===== config.mk =====
export PLATFORM = sky130hd
export DESIGN_NAME = sw_update_ctrl_flat
export DESIGN_NICKNAME = d
export VERILOG_FILES = /design/src/rtl/mandel_ctrl_pkg.sv /design/src/rtl/sw_update_ctrl_if.sv /design/src/rtl/sw_debounce_ch.sv /design/src/rtl/sw_update_ctrl.sv /design/src/flat_wrapper.sv
export SDC_FILE = /design/constraint.sdc
export NUM_CORES = 1
export LEC_CHECK = 0
export ABC_AREA = 1
export CAP_MARGIN = 20
export CORE_MARGIN = 8
export CORE_UTILIZATION = 35
export CTS_BUF_LIST = sky130_fd_sc_hd__clkbuf_8
export CTS_CLUSTER_SIZE = 25
export DETAILED_ROUTE_END_ITERATION = 8
export PLACE_DENSITY = 0.56
export SETUP_SLACK_MARGIN = 0.2
export SLEW_MARGIN = 30
export SYNTH_ARGS = -nofsm -noshare
export SYNTH_HDL_FRONTEND = slang
export SYNTH_SLANG_ARGS = --single-unit

===== constraint.sdc =====
create_clock -name clk -period 2.07 [get_ports clk]
set_input_delay 0.207 -clock clk [delete_from_list [all_inputs] [get_ports clk]]
set_output_delay 0.207 -clock clk [all_outputs]
set_load 0.02 [all_outputs]

===== src/rtl/mandel_ctrl_pkg.sv =====
// Shared constants, request-state type and sizing helper for the Mandelbrot
// control blocks.
package mandel_ctrl_pkg;

    localparam int HOLD_PULSE = 0;
    localparam int HOLD_ACK   = 1;

    typedef enum logic {IDLE, REQ} req_state_t;

    // Bits needed to count 0..value-1; returns 0 for value <= 1.
    function automatic int clog2(input int value);
        int r;
        r = 0;
        for (int i = 0; i < 31; i++) begin
            if ((1 << i) < value) r = i + 1;
        end
        return r;
    endfunction

endpackage


===== src/rtl/sw_update_ctrl_if.sv =====
// Switch-conditioning bus: raw pins and power-up/ack in, debounced levels and
// the coalesced update request out.
interface sw_update_ctrl_if #(
    parameter int N_SW = 4
);
    logic [N_SW-1:0] sw_async;
    logic            pwrup_en;
    logic            update_ack;
    logic [N_SW-1:0] resolution;
    logic            update;
    logic [N_SW-1:0] sw_changed;
    logic            pwrup_done;

    modport master (
        output sw_async, pwrup_en, update_ack,
        input  resolution, update, sw_changed, pwrup_done
    );

    modport slave (
        input  sw_async, pwrup_en, update_ack,
        output resolution, update, sw_changed, pwrup_done
    );
endinterface


===== src/rtl/sw_debounce_ch.sv =====
// One switch channel: synchroniser chain followed by a saturating-free
// debounce counter that accepts a new level after DEBOUNCE_CYCLES stable cycles.
module sw_debounce_ch
    import mandel_ctrl_pkg::*;
#(
    parameter int SYNC_STAGES     = 2,
    parameter int DEBOUNCE_CYCLES = 65536
) (
    input  logic clk,
    input  logic SYS_RESETn,
    input  logic sw_async_i,
    output logic level_o,
    output logic chg_o
);
    localparam int              CNT_W   = clog2(DEBOUNCE_CYCLES);
    localparam logic [CNT_W-1:0] CNT_MAX = CNT_W'(DEBOUNCE_CYCLES - 1);

    logic [SYNC_STAGES-1:0] sync_q;
    logic                   sync;
    logic [CNT_W-1:0]       cnt_q, cnt_d;
    logic                   level_q, level_d;
    logic                   chg;

    assign sync = sync_q[SYNC_STAGES-1];

    // Counter is cleared on acceptance, so it never reaches past CNT_MAX.
    always_comb begin
        cnt_d   = cnt_q;
        level_d = level_q;
        chg     = 1'b0;
        if (sync == level_q) begin
            cnt_d = '0;
        end else if (cnt_q == CNT_MAX) begin
            level_d = sync;
            cnt_d   = '0;
            chg     = 1'b1;
        end else begin
            cnt_d = cnt_q + 1'b1;
        end
    end

    always_ff @(posedge clk) begin
        if (!SYS_RESETn) begin
            sync_q  <= '0;
            cnt_q   <= '0;
            level_q <= 1'b0;
        end else begin
            sync_q  <= {sync_q[SYNC_STAGES-2:0], sw_async_i};
            cnt_q   <= cnt_d;
            level_q <= level_d;
        end
    end

    assign level_o = level_q;
    assign chg_o   = chg;

endmodule


===== src/rtl/sw_update_ctrl.sv =====
// Debounces N_SW switches and coalesces power-up and switch-change events into
// a single update request, either pulsed or held until acknowledged.
module sw_update_ctrl
    import mandel_ctrl_pkg::*;
#(
    parameter int N_SW            = 4,
    parameter int SYNC_STAGES     = 2,
    parameter int DEBOUNCE_CYCLES = 65536,
    parameter int PWRUP_DELAY     = 16,
    parameter int HOLD_MODE       = HOLD_PULSE
) (
    input  logic            clk,
    input  logic            SYS_RESETn,
    sw_update_ctrl_if.slave bus
);
    localparam int               PU_W   = (clog2(PWRUP_DELAY) < 1) ? 1 : clog2(PWRUP_DELAY);
    localparam logic [PU_W-1:0]  PU_MAX = PU_W'(PWRUP_DELAY - 1);

    logic [N_SW-1:0] level;
    logic [N_SW-1:0] chg;

    for (genvar g = 0; g < N_SW; g++) begin : g_ch
        sw_debounce_ch #(
            .SYNC_STAGES    (SYNC_STAGES),
            .DEBOUNCE_CYCLES(DEBOUNCE_CYCLES)
        ) u_ch (
            .clk       (clk),
            .SYS_RESETn(SYS_RESETn),
            .sw_async_i(bus.sw_async[g]),
            .level_o   (level[g]),
            .chg_o     (chg[g])
        );
    end

    logic [PU_W-1:0] pu_cnt_q, pu_cnt_d;
    logic            pwrup_done_q, pwrup_done_d;
    logic            pu_evt;
    req_state_t      state_q, state_d;
    logic            update_q, update_d;
    logic [N_SW-1:0] mask_q, mask_d;
    logic            evt;

    assign pu_evt = bus.pwrup_en && !pwrup_done_q && (pu_cnt_q == PU_MAX);
    assign evt    = (|chg) || pu_evt;

    // Counter holds at its terminal value once done so it cannot wrap.
    always_comb begin
        pu_cnt_d     = pu_cnt_q;
        pwrup_done_d = pwrup_done_q || pu_evt;
        if (!bus.pwrup_en)    pu_cnt_d = '0;
        else if (!pwrup_done_q && !pu_evt) pu_cnt_d = pu_cnt_q + 1'b1;
    end

    always_comb begin
        state_d  = state_q;
        update_d = 1'b0;
        mask_d   = mask_q;
        if (HOLD_MODE == HOLD_ACK) begin
            case (state_q)
                IDLE: begin
                    if (evt) begin
                        state_d  = REQ;
                        update_d = 1'b1;
                        mask_d   = chg;
                    end
                end
                REQ: begin
                    update_d = 1'b1;
                    // A fresh event beats a same-cycle ack: the consumer has
                    // not seen these bits yet, so the request restarts with them.
                    if (evt) begin
                        mask_d = bus.update_ack ? chg : (mask_q | chg);
                    end else if (bus.update_ack) begin
                        state_d  = IDLE;
                        update_d = 1'b0;
                        mask_d   = '0;
                    end
                end
                default: state_d = IDLE;
            endcase
        end else if (evt) begin
            update_d = 1'b1;
            mask_d   = chg;
        end
    end

    always_ff @(posedge clk) begin
        if (!SYS_RESETn) begin
            pu_cnt_q     <= '0;
            pwrup_done_q <= 1'b0;
            state_q      <= IDLE;
            update_q     <= 1'b0;
            mask_q       <= '0;
        end else begin
            pu_cnt_q     <= pu_cnt_d;
            pwrup_done_q <= pwrup_done_d;
            state_q      <= state_d;
            update_q     <= update_d;
            mask_q       <= mask_d;
        end
    end

    assign bus.resolution = level;
    assign bus.update     = update_q;
    assign bus.sw_changed = mask_q;
    assign bus.pwrup_done = pwrup_done_q;

endmodule


===== src/flat_wrapper.sv =====
// flat-port wrapper written by rule: the top's interface ports become plain ports
module sw_update_ctrl_flat import mandel_ctrl_pkg::*;
#(
    parameter int N_SW            = 4,
    parameter int SYNC_STAGES     = 2,
    parameter int DEBOUNCE_CYCLES = 65536,
    parameter int PWRUP_DELAY     = 16,
    parameter int HOLD_MODE       = HOLD_PULSE
)
  (clk, SYS_RESETn, bus_sw_async, bus_pwrup_en, bus_update_ack, bus_resolution, bus_update, bus_sw_changed, bus_pwrup_done);
  sw_update_ctrl_if #(.N_SW(N_SW)) bus_i ();
  input  logic clk;
  input  logic SYS_RESETn;
  input wire logic [$bits(bus_i.sw_async)-1:0] bus_sw_async;
  input wire logic [$bits(bus_i.pwrup_en)-1:0] bus_pwrup_en;
  input wire logic [$bits(bus_i.update_ack)-1:0] bus_update_ack;
  output wire logic [$bits(bus_i.resolution)-1:0] bus_resolution;
  output wire logic [$bits(bus_i.update)-1:0] bus_update;
  output wire logic [$bits(bus_i.sw_changed)-1:0] bus_sw_changed;
  output wire logic [$bits(bus_i.pwrup_done)-1:0] bus_pwrup_done;
  assign bus_i.sw_async = bus_sw_async;
  assign bus_i.pwrup_en = bus_pwrup_en;
  assign bus_i.update_ack = bus_update_ack;
  assign bus_resolution = bus_i.resolution;
  assign bus_update = bus_i.update;
  assign bus_sw_changed = bus_i.sw_changed;
  assign bus_pwrup_done = bus_i.pwrup_done;
  sw_update_ctrl #(.N_SW(N_SW), .SYNC_STAGES(SYNC_STAGES), .DEBOUNCE_CYCLES(DEBOUNCE_CYCLES), .PWRUP_DELAY(PWRUP_DELAY), .HOLD_MODE(HOLD_MODE)) u_core (.clk(clk), .SYS_RESETn(SYS_RESETn), .bus(bus_i));
endmodule

==> key figures <==
Worst setup path
  – Type of origin of the critical path: flip-flop
  – Worst setup EP type: primary output
  – WP data required: 1860 ps
  – Buf+Inv Stages, Crit Path: 1
  – Critical path fanouts, max: 3
  – Crit-path cells: clkdlybuf4s50_1
  – Biggest cell delay along the critical path: approximately 640 ps
  – CP max-delay cell: clkdlybuf4s50_1
  – Crit path arrival time: 1410 ps
  – Top delay family on crit path: buffers and inverters
  – Setup CP Type: reg2out

Clocking
  – Clock-pin slew on the worst setup and hold paths: 80 ps
  – H-tree depth: 3
  – Clock buffer depth: 2
  – Root buf cell: clkbuf_8
  – Num Clock Sinks: 86
  – Clock Latency Late Sink: between 300 and 400 ps
  – Post_cts resized: 0
  – Setup bufs post-CTS: 0
  – TritonCTS buffer count: 9
  – Hold buffers post-CTS: 0
  – CTS tree: yes

Die
  – Placeable Area: around 11000 um2
  – FP Rows: 38
  – Die area: between 10000 and 15000 um2
  – Io pins: 18
  – Die H: ~120 um
  – Initial Utilization: between 30% and 40%
  – Die width: around 120 um

Power
  – Internal Pwr Total: between 2 and 2.5 mW
  – Seq pwr share: 54.4%
  – Switching part of the total: between 10% and 20%
  – Clock power frac: 43.7%
  – Overall power: 3.07 mW
  – P_sw: ~610 uW
  – Logic pwr share: under 10%
  – Power Density: between 600 and 700 nW/um2
  – Leak: 1.70 nW
  – VDD IR max: between 0.0003 and 0.0004 V

Drt
  – First-pass detailed-route iteration total: 4
  – Initial DRC Count: 130
  – Final antenna-violating net count: 0
  – DR top layer: met4
  – DR vias: slightly below 3k
  – Routed length per instance: roughly 10 um
  – DRC Markers: 0
  – Metal2 WL: about 3000 um
  – Wl on met1: roughly 3200 um
  – DR WL met3: 259 um
  – Via density: ~4.4
  – Final wirelength: 6610 um

Global route
  – Largest net degree at the start of global routing: 15
  – GR Overflow Total: 0
  – Antenna violations before repair: 0
  – Vias in the first global route: 2803
  – GRT Resource Usage Total: between 9 and 10%
  – First-pass GRT wire length: approximately 12000 um

Synthesis
  – Mean Syn Cell Area: 7.92 um2
  – Cell count after synthesis: 495
  – Count of cell types in the netlist: 39
  – Mapped cell area: just under 4000 um2
  – Post-synth ARST share: 0%
  – Synth warn: 0
  – Top_reg_cell synth: dfxtp_1
  – Syn_nets: slightly above 500
  – Seq cells post-synth: 86
  – Number of synthesized flops with an enable pin: 0
  – Post-synthesis sequential area ratio: 43.9%

Timing
  – Fin. max-slew vios: 0
  – RSZ-0062 raised after global routing: false
  – Slew @ Worst Pin: roughly 420 ps
  – Setup Skew: 12.3 ps
  – Endpoints failing setup: 0
  – Slew margin rel.: slightly above 70%
  – Hold Fails Final Rpt: 0
  – Final worst path period need: approximately 1600 ps
  – Period utilisation layout: approximately four fifths
  – Fmax: between 600 and 700 MHz
  – Final TNS setup: 0 ps

Cells and area
  – Register area: 1720 um2
  – Layout area overhead: 13.2%
  – Antenna cell count: 0
  – Fill cells: around 1.1k
  – Layout Nets: 530
  – Layout cells sized above 1: 15.7%
  – Most common cell after layout, fill and taps aside: nand2_1
  – Multi-input gate area: about 1800 um2
  – Most frequent cells in the layout: nand2_1 (91), dfxtp_1 (86), inv_1 (62), nor2_1 (50), nand3_1 (30)

Hold path
  – Hold crit path type: in2reg

Place
  – HPWL after detailed placement: slightly below 5000 um
  – GP Congestion: between 0.8 and 0.9
  – Port Buf Inserts: 16

Outcome
  – Status: complete, no violations

Flow run
  – Max Cap Viol: 0
-- path summary, 6_finish.rpt --
path	from	slack, ps	depth (start not counted)	to
max	u_core.g_ch[0].u_ch.level_o$_SDFFE_PN0P_	450	1	bus_resolution[0]
min	bus_sw_async[1]	370	3	u_core.g_ch[1].u_ch.sync_q[0]$_SDFF_PN0_
max reg2reg	u_core.g_ch[0].u_ch.cnt_q[0]$_SDFF_PP0_	470	10	u_core.g_ch[0].u_ch.cnt_q[11]$_SDFF_PP0_
min reg2reg	u_core.g_ch[2].u_ch.sync_q[0]$_SDFF_PN0_	400	2	u_core.g_ch[2].u_ch.sync_q[1]$_SDFF_PN0_
-- registers in the layout, summed over array words and instances (netlist names) --
register                  cells
u_core.bus.pwrup_done         1
u_core.g_ch.u_ch.sync_q       8
u_core.bus.sw_changed         4
u_core.g_ch.u_ch.level_o      4
u_core.bus.update             1
u_core.pu_cnt_q               4
u_core.g_ch.u_ch.cnt_q       64
-- routing by layer --
metal | vias up | GRT usage, %
met5 | - | 0
met3 | 9 | 3.52
li1 | 1610 | -
met1 | 1291 | 11.1
met2 | 32 | 15.6
met4 | 0 | 4.70
-- power groups by stage --
| stage | Sequential, mW | Clock [mW] | Combinational, mW |
|---|---|---|---|
| 2_1_floorplan | 1.71 | 0 | 0.0385 |
| 3_3_place_gp | 1.71 | 0 | 0.0580 |
| 3_5_place_dp | 1.71 | 0 | 0.0587 |
| 4_1_cts | 1.67 | 1.40 | 0.0589 |
| 5_1_grt | 1.67 | 1.47 | 0.0667 |
| 6_report | 1.67 | 1.34 | 0.0576 |
-- cells by family (layout without fill, tap and decap cells) --
group,Yosys count,after routing,share of synthesized area (%)
AND/OR/NAND/NOR,248,248,32.3
adder cells (fa/ha/maj),5,5,1.60
AO/OA/AOI/OAI,49,49,7.05
flip-flops,86,86,43.9
XOR/XNOR,28,28,6.26
buffers and inverters,79,106,8.90
-- worst min-delay path, delay by kind of cell --
| kind | cells | cell delay, ps |
|---|---|---|
| buffers and inverters | 2 | 420 |
| and+or+nand+nor | 1 | 60 |
-- final cells by class --
class	count	share of cell area, %
clock buffer	12	3.72
clock inverter	4	1.55
inverter	70	6.03
multi-input combinational	330	41.7
sequential	86	38.8
tap	140	3.95
timing repair buffer	20	4.29
-- cells in the mapped netlist, types with 6 or more instances --
master / n / area (um2)
nand2_1: 91 / 342
dfxtp_1: 86 / 1720
inv_1: 61 / 229
nor2_1: 50 / 188
nand3_1: 30 / 150
a21oi_1: 28 / 140
nor2_2: 17 / 106
xor2_1: 17 / 149
nand4_1: 11 / 68.8
xnor2_1: 11 / 96.3
nor2_4: 10 / 113
nor3_1: 9 / 45.0
o21ai_0: 9 / 45.0
nand2_2: 8 / 50.1
buf_4: 6 / 45.0
inv_2: 6 / 22.5
nand3_2: 6 / 60.1
-- per-stage QoR --
| step | worst slack (ps) | hold slack [ps] | std cells | utilization (%) | area (um2) |
|---|---|---|---|---|---|
| 2_1_floorplan | 624 | 305 | 495 | - | 3920 |
| 3_3_place_gp | 308 | 405 | 646 | 38.6 | 4200 |
| 3_5_place_dp | 300 | 403 | 646 | 38.6 | 4200 |
| 4_1_cts | 421 | 351 | 662 | 40.8 | 4440 |
| 5_1_grt | 260 | 369 | 662 | 40.8 | 4440 |
| 6_report | 454 | 370 | 662 | 40.8 | 4440 |
Power figures use the tool's default switching activity.
